$ cat src/rtl/mips_mon_pkg.sv
// mips_mon_pkg: shared opcodes, monitor state encoding and trace entry layout for retire_monitor.
package mips_mon_pkg;

    localparam logic [5:0] OPC_SPECIAL   = 6'h00;
    localparam logic [5:0] FUNCT_SYSCALL = 6'h0C;
    localparam logic [5:0] FUNCT_BREAK   = 6'h0D;

    typedef enum logic [1:0] {RUN, DRAIN, DONE, TIMEOUT} mon_state_t;

    typedef struct packed {
        logic [31:0] pc;
        logic [4:0]  waddr;
        logic [31:0] wdata;
    } trace_entry_t;

    function automatic logic is_special(input logic [31:0] inst, input logic [5:0] funct);
        return (inst[31:26] == OPC_SPECIAL) && (inst[5:0] == funct);
    endfunction

endpackage

$ cat src/rtl/mon_fifo.sv
// mon_fifo: first-word-fall-through trace FIFO; head holds the last popped entry while empty.
module mon_fifo
    import mips_mon_pkg::*;
#(
    parameter int DEPTH = 8
) (
    input  logic                       clock_i,
    input  logic                       reset_ni,
    input  logic                       push_i,
    input  trace_entry_t               entry_i,
    input  logic                       pop_i,
    output logic                       valid_o,
    output trace_entry_t               data_o,
    output logic [$clog2(DEPTH):0]     count_o,
    output logic                       drop_o
);

    localparam int AW = $clog2(DEPTH);

    trace_entry_t  mem_q [DEPTH];
    trace_entry_t  hold_q;
    logic [AW-1:0] wr_q, rd_q;
    logic [AW:0]   cnt_q;
    logic          empty, full, pop, wr_en;

    assign empty   = cnt_q == '0;
    assign full    = cnt_q == (AW+1)'(DEPTH);
    assign pop     = pop_i & ~empty;
    assign wr_en   = push_i & (~full | pop);
    assign drop_o  = push_i & full & ~pop;
    assign valid_o = ~empty;
    assign data_o  = empty ? hold_q : mem_q[rd_q];
    assign count_o = cnt_q;

    // Storage array: written on accepted pushes only, never reset.
    always_ff @(posedge clock_i) begin
        if (wr_en) mem_q[wr_q] <= entry_i;
    end

    // Pointers, occupancy and the held head value; reset empties the FIFO at once.
    always_ff @(posedge clock_i or negedge reset_ni) begin
        if (!reset_ni) begin
            wr_q   <= '0;
            rd_q   <= '0;
            cnt_q  <= '0;
            hold_q <= '0;
        end else begin
            if (wr_en) wr_q <= wr_q + 1'b1;
            if (pop) begin
                rd_q   <= rd_q + 1'b1;
                hold_q <= mem_q[rd_q];
            end
            cnt_q <= cnt_q + {{AW{1'b0}}, wr_en} - {{AW{1'b0}}, pop};
        end
    end

endmodule

$ cat src/rtl/retire_monitor.sv
// retire_monitor: counts retires, detects syscall, enforces a cycle budget and traces writebacks.
// Optional RETIRE_MONITOR_BREAK_EN: break also terminates and drives the break_hit output.
module retire_monitor
    import mips_mon_pkg::*;
#(
    parameter int MAX_CYCLES = 500,
    parameter int FIFO_DEPTH = 8,
    parameter int CNT_W      = 32
) (
    input  logic             clock,
    input  logic             reset,
    input  logic             ret_valid,
    input  logic [31:0]      ret_pc,
    input  logic [31:0]      ret_inst,
    input  logic             ret_wen,
    input  logic [4:0]       ret_waddr,
    input  logic [31:0]      ret_wdata,
    output logic             trc_valid,
    input  logic             trc_ready,
    output logic [68:0]      trc_data,
    output logic [CNT_W-1:0] cycle_count,
    output logic [CNT_W-1:0] inst_count,
    output logic             halted,
    output logic             timeout,
    output logic             overflow,
`ifdef RETIRE_MONITOR_BREAK_EN
    output logic             break_hit,
`endif
    output logic             done
);

    localparam int AW = $clog2(FIFO_DEPTH);

    mon_state_t       state_q, state_d;
    logic [CNT_W-1:0] cycle_q, cycle_d, inst_q, inst_d;
    logic             halted_q, halted_d, timeout_q, timeout_d, overflow_q;
    logic             term, push, pop, drop;
    logic [AW:0]      fifo_cnt;
    trace_entry_t     entry, head;

`ifdef RETIRE_MONITOR_BREAK_EN
    logic brk, brk_q, brk_d;
    assign brk  = is_special(ret_inst, FUNCT_BREAK);
    assign term = is_special(ret_inst, FUNCT_SYSCALL) | brk;
    assign break_hit = brk_q;
`else
    assign term = is_special(ret_inst, FUNCT_SYSCALL);
`endif

    assign entry       = '{pc: ret_pc, waddr: ret_waddr, wdata: ret_wdata};
    assign push        = ret_valid & ret_wen & (|ret_waddr) & (state_q == RUN);
    assign pop         = trc_valid & trc_ready;
    assign trc_data    = head;
    assign cycle_count = cycle_q;
    assign inst_count  = inst_q;
    assign halted      = halted_q;
    assign timeout     = timeout_q;
    assign overflow    = overflow_q;
    assign done        = (state_q == DONE) | (state_q == TIMEOUT);

    mon_fifo #(.DEPTH(FIFO_DEPTH)) u_fifo (
        .clock_i  (clock),
        .reset_ni (reset),
        .push_i   (push),
        .entry_i  (entry),
        .pop_i    (trc_ready),
        .valid_o  (trc_valid),
        .data_o   (head),
        .count_o  (fifo_cnt),
        .drop_o   (drop)
    );

    // Next state: count in RUN, syscall beats the budget, DRAIN waits for the FIFO to empty.
    always_comb begin
        state_d   = state_q;
        cycle_d   = cycle_q;
        inst_d    = inst_q;
        halted_d  = halted_q;
        timeout_d = timeout_q;
`ifdef RETIRE_MONITOR_BREAK_EN
        brk_d     = brk_q;
`endif
        case (state_q)
            RUN: begin
                cycle_d = cycle_q + 1'b1;
                inst_d  = ret_valid ? inst_q + 1'b1 : inst_q;
                if (ret_valid & term) begin
                    halted_d = 1'b1;
                    state_d  = DRAIN;
`ifdef RETIRE_MONITOR_BREAK_EN
                    brk_d    = brk;
`endif
                end else if (cycle_q == CNT_W'(MAX_CYCLES - 1)) begin
                    timeout_d = 1'b1;
                    state_d   = TIMEOUT;
                end
            end
            DRAIN: state_d = (fifo_cnt == '0 || (fifo_cnt == (AW+1)'(1) && pop)) ? DONE : DRAIN;
            default: ;
        endcase
    end

    // State, counters and sticky flags.
    always_ff @(posedge clock or negedge reset) begin
        if (!reset) begin
            state_q    <= RUN;
            cycle_q    <= '0;
            inst_q     <= '0;
            halted_q   <= 1'b0;
            timeout_q  <= 1'b0;
            overflow_q <= 1'b0;
`ifdef RETIRE_MONITOR_BREAK_EN
            brk_q      <= 1'b0;
`endif
        end else begin
            state_q    <= state_d;
            cycle_q    <= cycle_d;
            inst_q     <= inst_d;
            halted_q   <= halted_d;
            timeout_q  <= timeout_d;
            overflow_q <= overflow_q | drop;
`ifdef RETIRE_MONITOR_BREAK_EN
            brk_q      <= brk_d;
`endif
        end
    end

endmodule

$ cat config.mk
export PLATFORM = sky130hd
export DESIGN_NAME = retire_monitor
export DESIGN_NICKNAME = d
export VERILOG_FILES = /design/src/rtl/mips_mon_pkg.sv /design/src/rtl/mon_fifo.sv /design/src/rtl/retire_monitor.sv
export SDC_FILE = /design/constraint.sdc
export NUM_CORES = 1
export LEC_CHECK = 0
export CORE_MARGIN = 8
export CORE_UTILIZATION = 50
export CTS_BUF_LIST = sky130_fd_sc_hd__clkbuf_2
export DETAILED_ROUTE_END_ITERATION = 8
export PLACE_DENSITY_LB_ADDON = 0.1
export RECOVER_POWER = 25
export SYNTH_ARGS = -nofsm -noshare
export SYNTH_HDL_FRONTEND = slang
export SYNTH_SLANG_ARGS = --single-unit
$ cat constraint.sdc
create_clock -name clock -period 10.94 [get_ports clock]
set_input_delay 1.094 -clock clock [delete_from_list [all_inputs] [get_ports clock]]
set_output_delay 1.094 -clock clock [all_outputs]
set_load 0.01 [all_outputs]
; Yosys cells after proc, flatten, opt, wreduce, memory -nomap -nowiden
; Memory sizes are Yosys's and may differ from the RTL's.
; Index checks and enable logic that the tools add are counted.
; Widths: inputs -> output; s select.
[totals]
ramBits = 552
out_inout_bits = 138
word_cells = 61
register_bits = 148
input_bits = 106
memories = 1
[classes]
n_bitwise = 15
eq_ne = 8
n_reduce_logical = 12
add_sub_neg = 6
muxes = 7
[memory_table]
columns = name, depth, width, read_ports, rd_clocked_by_memory_dff, write_ports, line
row1 = u_fifo.mem_q, 8, 69, 1, 0, 1, mon_fifo.sv:20  ; trace_entry_t mem_q [DEPTH];
[ops]
columns = op, count
row1 = $mux 69, 1
row2 = $add 32x1->32 const B, 2
row3 = $eq 32x9->1 const B, 1
row4 = $and 1x1->1, 8
row5 = $add 3x1->3 const B, 2
row6 = $eq 6x4->1 const B, 1
row7 = $logic_not 6->1, 1
row8 = $mux 2, 3
row9 = $reduce_and 2->1, 3
row10 = $reduce_or 5->1, 1
row11 = $add 4x1->4, 1
row12 = $eq 2x2->1 const B, 2
row13 = $eq 4x1->1 const B, 1
row14 = $eq 4x4->1 const B, 1
row15 = $logic_not 4->1, 1
row16 = $not 1->1, 4
row17 = $pmux 2 s2, 1
row18 = $sub 4x1->4, 1
row19 = $ne 3x1->1 const B, 1
row20 = $or 1x1->1, 3
row21 = $reduce_and 3->1, 1
row22 = $eq 2x1->1 const B, 1
row23 = $logic_and 1x1->1, 2
row24 = $logic_not 2->1, 1
row25 = other kinds (3), 4

; Logic depth before layout (Yosys ltp)
; Gate-level depths: netlist of the first run.
[logic_depth]
depth_word = 7
ltp_mapped = 14
depth_no_buf = 10

; Hierarchy
; Synthesis of the first run repeated with hierarchy kept, for this count alone.
[hier_totals]
cells_unflattened = 1769
hier_area_um2 = 28482.3
[by_module_without_submodules]
columns = module, cells_per_inst, seq_area_each_um2, n_inst, area_per_inst_um2
row1 = mon_fifo, 1472, 18552.8, 1, 25187.9
row2 = retire_monitor, 297, 1726.7, 1, 3294.4

; Worst setup path before layout of the first run
; No wires, ideal clock.
[synth_timing]
kind = input-to-reg
from = input port ret_valid
to = memory u_fifo.mem_q[2][0] in the netlist's numbering, enable pin
setup_ns = 0.690
cell_stages = 4
path_buffers = 0
setup_slack_ns = 1.267
arrival_time_ns = 8.983
t_required_ns = 10.250
path_cell_list = nor3b_2 > o311a_1 > nand2_1 > nor4b_1
[synth_via]
elab_chain_cells = 6
[synth_lines]
columns = item, line
row1 = start: declaration, retire_monitor.sv:12  ; input logic ret_valid,
row2 = $and 1x1->1 (3 in a row), retire_monitor.sv:51  ; assign push = ret_valid & ret_wen & (|ret_waddr) & (state_q == RUN);
row3 = $and 1x1->1, mon_fifo.sv:29  ; assign wr_en = push_i & (~full | pop);
row4 = $mux 1, mon_fifo.sv:37  ; if (wr_en) mem_q[wr_q] <= entry_i;
row5 = $mux 1 (implied by the code), mon_fifo.sv:37
row6 = end: declaration, mon_fifo.sv:20
; Every way passes these cells.

; Worst setup path in the final report of the first run
[layout_timing]
from = register u_fifo.rd_q[0]
to = output port trc_data[25]
[layout_via]
elab_chain_cells = 2
[layout_lines]
columns = item, line
row1 = start: declaration, mon_fifo.sv:22  ; logic [AW-1:0] wr_q, rd_q;
row2 = start signal: assignment, mon_fifo.sv:50  ; rd_q <= rd_q + 1'b1;
row3 = $mem_v2 8x69, --
row4 = $mux 69, mon_fifo.sv:32  ; assign data_o = empty ? hold_q : mem_q[rd_q];
row5 = end: declaration, retire_monitor.sv:20  ; output logic [68:0] trc_data,
; Every way passes these cells.

==> impl_metrics.ini, run 1 <==
[placed_design]
hpwl_mm = 33.0
place_area_mm2 = 0.0305
routabilityCongestion = 0.807
place.port_buffers = 223

[floorplan]
core_mm2 = 0.0548
die_w_um = 251
rows = 86
fp.dieArea_mm2 = 0.0628
die_height_um = 251
num_io_pins = 244
initial_core_util_pct = 50.2

[route]
dr.pass1.iters = 4
num_vias = 15000
drc_errors = 0
drtAntennaViolNets = 0
drt-vias-per-instance = 5.49
wire_per_inst_um = 21.8
drt-initial-drc-count = 779
wirelength_mm = 59.6

[worst_setup_path]
critPathSlowestCell = dfrtp_4
regToRegSetupSlack_ps = 7330
critPathMostFrequentCell = buf_4
critPathKind = reg2out
crit_buf_inv = 3
cp.required_ps = 9850
cp_cell_sequence = buf_4 -> buf_4 -> mux4_2 -> mux2i_1 -> a21oi_1 -> clkdlybuf4s50_1
cpPeakStageDelay_ps = 870
cp_max_fo = 39
r2r_end = u_fifo.mem_q[6][13]$_DFFE_PP_
cp.arrival_ps = 5100
reg2reg_depth = 5
startpoint_type = flip-flop
cp-end-kind = primary output
crit_family = buffers and inverters
reg2reg_from = state_q[0]$_DFFE_PN0P_
crit_start = u_fifo.rd_q[0]$_DFFE_PN0P_

[synth]
synthArstFlopShare_pct = 21.1
synth-edff-count = 552
yosys.area.top_type = edfxtp_1
ys_ff_latch = 700
synth_area_leaders = edfxtp_1 60%, dfrtp_1 13%, mux4_2 11%, a21oi_1 2.5%, mux2i_1 2.5%
seq_area_frac_synth_pct = 73.7
post_synth_num_cell_types = 47
postSynthAreaPerCell_um2 = 18.1
syn_inst = 1519
synth_nets = 1636
ys.flop_type = edfxtp_1
yosys_warnings = 0
syn_area_mm2 = 0.0275
yosysTopAreaCellShare_pct = 60.3

[final_layout]
drive_above_1_share_pct = 24.0
multi_input_area_mm2 = 0.00687
synthToLayoutAreaGrowth_pct = 17.0
nets = 1984
fillerInstances = 4268
regArea_mm2 = 0.0203
stdcell_area_mm2 = 0.0322
final_common_cell = edfxtp_1
layout_common_cells = 552 x edfxtp_1, 279 x clkbuf_2, 166 x clkdlybuf4s50_1, 151 x nor2_1, 145 x dfrtp_1

[clock_network]
cts_tree = built
root_buffer = clkbuf_2
cts_max_level = 4
post_cts_buffers = 0
clk_latency_ps = 1280
cts.sinks = 700
cts_buffer_depth = 3
clk_pin_slew_worst_paths_ps = 100
cts_made_buffers = 174

[pwr]
leakagePower_nw = 11.5
ir_drop_uv = 144
power_density_mw_per_mm2 = 238

[sta]
hold_viol_final = 0
worst_pin_slew_ps = 1150
setup_violations = 0
fin_crit_ps = 6200
skew_ps = 59.4
slew_viol_final = 0
rsz0062_at_grt = no
setup_tns_ps = 0
max_freq_mhz = 161
finalCritPeriodShare_pct = 56.7
slew_headroom_pct = 22.4

[global_routing]
grt_overflow = 0
antenna_found_initial = 12
grt_pass1_wl_mm = 92.8
grt_pass1_vias = 15900
track_usage_pct = 19.4
grt_max_degree = 90

[status]
status = complete, no violations

[run]
maxCapViolations = 0

[worst_hold_path]
worstHoldPathType = in2async
[cells in the mapped netlist (18+ instances only)]
library cell / n
xnor2_1: 56
buf_2: 18
nand3_1: 25
mux4_2: 138
a21oi_1: 140
edfxtp_1: 552
dfrtp_1: 148
nand4_1: 30
nor2_1: 152
mux2i_1: 69
clkbuf_1: 29
nand2_1: 27
[routing by layer]
metal	GRT usage, %	routed length (µm)
met5	0	30
met4	6.82	1070
met3	5.63	3560
met2	32.1	29700
met1	24.3	25200
[final cells by class]
cell class	count	area share, %
sequential	700	63.0
timing repair buffer	249	7.55
clock inverter	46	0.816
antenna	7	0.0544
multi-input combinational	732	21.3
clock buffer	279	4.34
inverter	10	0.117
tap	704	2.74
[worst max path at each step]
stage | to | slack [ps] | cells after the start
global placement | trc_data[25] | 5830 | 6
floorplan | u_fifo.mem_q[2][0]$_DFFE_PP_ | 1270 | 4
global route | trc_data[32] | 4100 | 6
CTS | trc_data[25] | 4270 | 6
detailed placement | trc_data[25] | 5830 | 6
finish | trc_data[25] | 4740 | 6
[flip-flops by register name (all words and copies together), names as in the netlist, 2 cells and up]
signal          cells
u_fifo.mem_q      552
u_fifo.hold_q      69
cycle_count        32
inst_count         32
u_fifo.count_o      4
u_fifo.rd_q         3
u_fifo.wr_q         3
state_q             2
[per-stage QoR]
stage               utilization, %  total power [mW]  instances  hold slack [ps]  setup slack (ps)
finish                        58.8              7.67       2727              329              4740
floorplan                        -              4.99       1519              493              1270
detailed placement            55.7              6.03       2394              457              5830
global route                  58.7              8.15       2723              199              4100
CTS                           58.7              7.83       2720              109              4270
global placement              55.7              5.99       2394              451              5830
[cells by family after synthesis]
| kind of cell | after synthesis | share of synthesized area, % |
|---|---|---|
| multiplexers | 211 | 14.0 |
| flip-flops | 700 | 73.7 |
| AND/OR/NAND/NOR | 294 | 5.32 |
| XOR/XNOR | 68 | 2.17 |
| AO/OA/AOI/OAI | 148 | 2.80 |
| adder cells (fa/ha/maj) | 11 | 0.528 |
| buffers and inverters | 87 | 1.46 |
[worst reg2reg max path, cell delays in order (launching register included)]
cell     delay, ps
dfrtp_1        470
nor3b_2        450
o311a_1        360
nand3_1        260
nor3b_2        760
buf_4          870
[what timing repair did]
action,4_1_cts,5_1_grt
resized for setup,0,0
hold buffers,1,0
endpoints found under the hold margin,42,0
[power breakdown]
group | switching [mW] | internal (mW)
combinational | 1.20 | 1.28
sequential | 0.255 | 3.17
clock | 1.02 | 0.743
Power figures use the tool's default switching activity.
==> run 2: changes to the inputs <==
==> constraint.sdc (replaced) <==
create_clock -name clock -period 5.4 [get_ports clock]
set_input_delay 0.54 -clock clock [delete_from_list [all_inputs] [get_ports clock]]
set_output_delay 0.54 -clock clock [all_outputs]
set_load 0.01 [all_outputs]
==> run 2 against run 1 <==
  * Clock power increased by 110%
  * Clock skew is 3.3 ps higher
  * Sequential power up 100%
  * Clock-buffer cell count grew 10
  * Hold slack worse by 2.0 ps
  * Utilization is 1.8 points higher
  * Critical endpoint is now trc_data[6]
==> impl_metrics.ini, run 2 (synthesized netlist as in run 1, its figures left out) <==
[placed_design]
routabilityCongestion = 0.787
hpwl_mm = 33.0
place.port_buffers = 223
dpl_worst_slack_ps = 1630

[final_layout]
synthToLayoutAreaGrowth_pct = 20.7
nets = 2070
layout_common_cells = 552 x edfxtp_1, 289 x clkbuf_2, 168 x clkdlybuf4s50_1, 151 x nor2_1, 145 x dfrtp_1
largest_reg_flops = 552
regMostFlops = u_fifo.mem_q
top_regs = u_fifo.mem_q: 552 flops, u_fifo.hold_q: 69 flops
final_common_cell = edfxtp_1
drive_above_1_share_pct = 23.8

[route]
wire_per_inst_um = 21.3
drt-initial-drc-count = 901
drc_errors = 0
wirelength_mm = 59.6
dr.pass1.iters = 7
num_vias = 15200
drtAntennaViolNets = 0
drt-vias-per-instance = 5.41

[global_routing]
met3_usage_pct = 4.70
track_usage_pct = 19.4
grt_pass1_vias = 16300
antenna_found_initial = 5
grt_use_met1_pct = 25.2
grt_pass1_wl_mm = 93.1
busiest_layer = met2
grt_max_degree = 93
grt_overflow = 0
met2_usage_pct = 31.8

[sta]
fin_crit_ps = 4870
finalCritPeriodShare_pct = 90.2
setup_slack_ps = 529
slew_viol_final = 0
hold_viol_final = 0
slew_headroom_pct = 25.8
worst_pin_slew_ps = 1100
rsz0062_at_grt = no
max_freq_mhz = 205
setup_violations = 0
skew_ps = 62.7

[clock_network]
cts_max_level = 4
root_buffer = clkbuf_2
clk_latency_ps = 1330
cts.sinks = 700
ctsResizeCount = 0
clk_pin_slew_worst_paths_ps = 100
cts_made_buffers = 176
cts_tree = built
cts_buffer_depth = 3

[floorplan]
initial_core_util_pct = 50.2
core_mm2 = 0.0548
num_io_pins = 244
rows = 86
fp.dieArea_mm2 = 0.0628
die_w_um = 251
die_height_um = 251

[worst_hold_path]
holdPathEnd = state_q[0]$_DFFE_PN0P_
hold_depth = 5
worstHoldPathType = in2reg
min_from = ret_inst[27]

[pwr]
total_power_mw = 15.7
ir_drop_uv = 319
leakagePower_nw = 11.9
power_density_mw_per_mm2 = 473

[worst_setup_path]
reg2reg_depth = 5
reg2reg_from = state_q[0]$_DFFE_PN0P_
r2r_end = u_fifo.mem_q[3][43]$_DFFE_PP_
cp-end-kind = primary output
startpoint_type = flip-flop
cp.required_ps = 4860
cp_max_fo = 75
critPathKind = reg2out
regToRegSetupSlack_ps = 2230
cp.arrival_ps = 4330

[status]
status = complete, no violations

[run]
maxCapViolations = 0
-- run 2: report_power, final --
| group | total [mW] | leakage, nW | internal, mW | switching, mW |
|---|---|---|---|---|
| logic | 5.14 | 3.82 | 2.69 | 2.44 |
| clock network | 3.61 | 1.29 | 1.54 | 2.06 |
| registers | 6.96 | 6.79 | 6.42 | 0.538 |
-- run 2: worst max-delay path, stage by stage, from the launching register on --
cell	delay [ps]
dfrtp_1	330
inv_1	60
ha_1	230
or3b_4	940
buf_4	500
nor2_1	80
a21oi_1	280
clkdlybuf4s50_1	610
-- run 2: routing by layer --
metal  part of all wire (%)  up-vias  wire length, µm
li1                       -     6954                -
met2                     50      390            30000
met1                     43     7779            25900
met5                  0.022        -               13
met3                    4.9       62             2900
met4                    1.4        2              824
-- run 2: final cells by class --
type / instances / area [µm²]
Fill cell: 4133 / 21600
Tap cell: 704 / 881
Timing Repair Buffer: 333 / 3380
Antenna cell: 5 / 12.5
Sequential cell: 700 / 20300
Inverter: 10 / 37.5
Clock buffer: 289 / 1450
Clock inverter: 32 / 233
Multi-Input combinational cell: 732 / 6920
-- run 2: timing repair --
| item | 4_1_cts | 5_1_grt |
|---|---|---|
| buffers inserted | 0 | 0 |
| hold buffers | 80 | 0 |
| hold endpoints to repair | 684 | 0 |
-- run 2: how the worst max path moves through the flow --
stage                                      from                       endpoint  slack (ps)  cells after the start
floorplan                             ret_valid   u_fifo.mem_q[2][0]$_DFFE_PP_        -310                      4
global placement                      ret_valid  u_fifo.mem_q[3][41]$_DFFE_PP_        1640                      6
detailed placement                    ret_valid  u_fifo.mem_q[3][41]$_DFFE_PP_        1630                      6
CTS                 u_fifo.count_o[2]$_DFF_PN0_                    trc_data[3]         280                      7
global route        u_fifo.count_o[2]$_DFF_PN0_                    trc_data[6]         200                      7
finish              u_fifo.count_o[2]$_DFF_PN0_                    trc_data[6]         530                      7
-- run 2: per-stage QoR --
stage	instances	area [µm²]	utilization, %	hold slack, ps	TNS [ps]
after global placement	2399	30700	56.0	444	0
after global routing	2804	33200	60.6	280	0
after detailed placement	2399	30700	56.0	463	0
after CTS	2800	33200	60.6	118	0
after floorplan	1519	27500	-	244	-56700
final	2805	33200	60.6	327	0
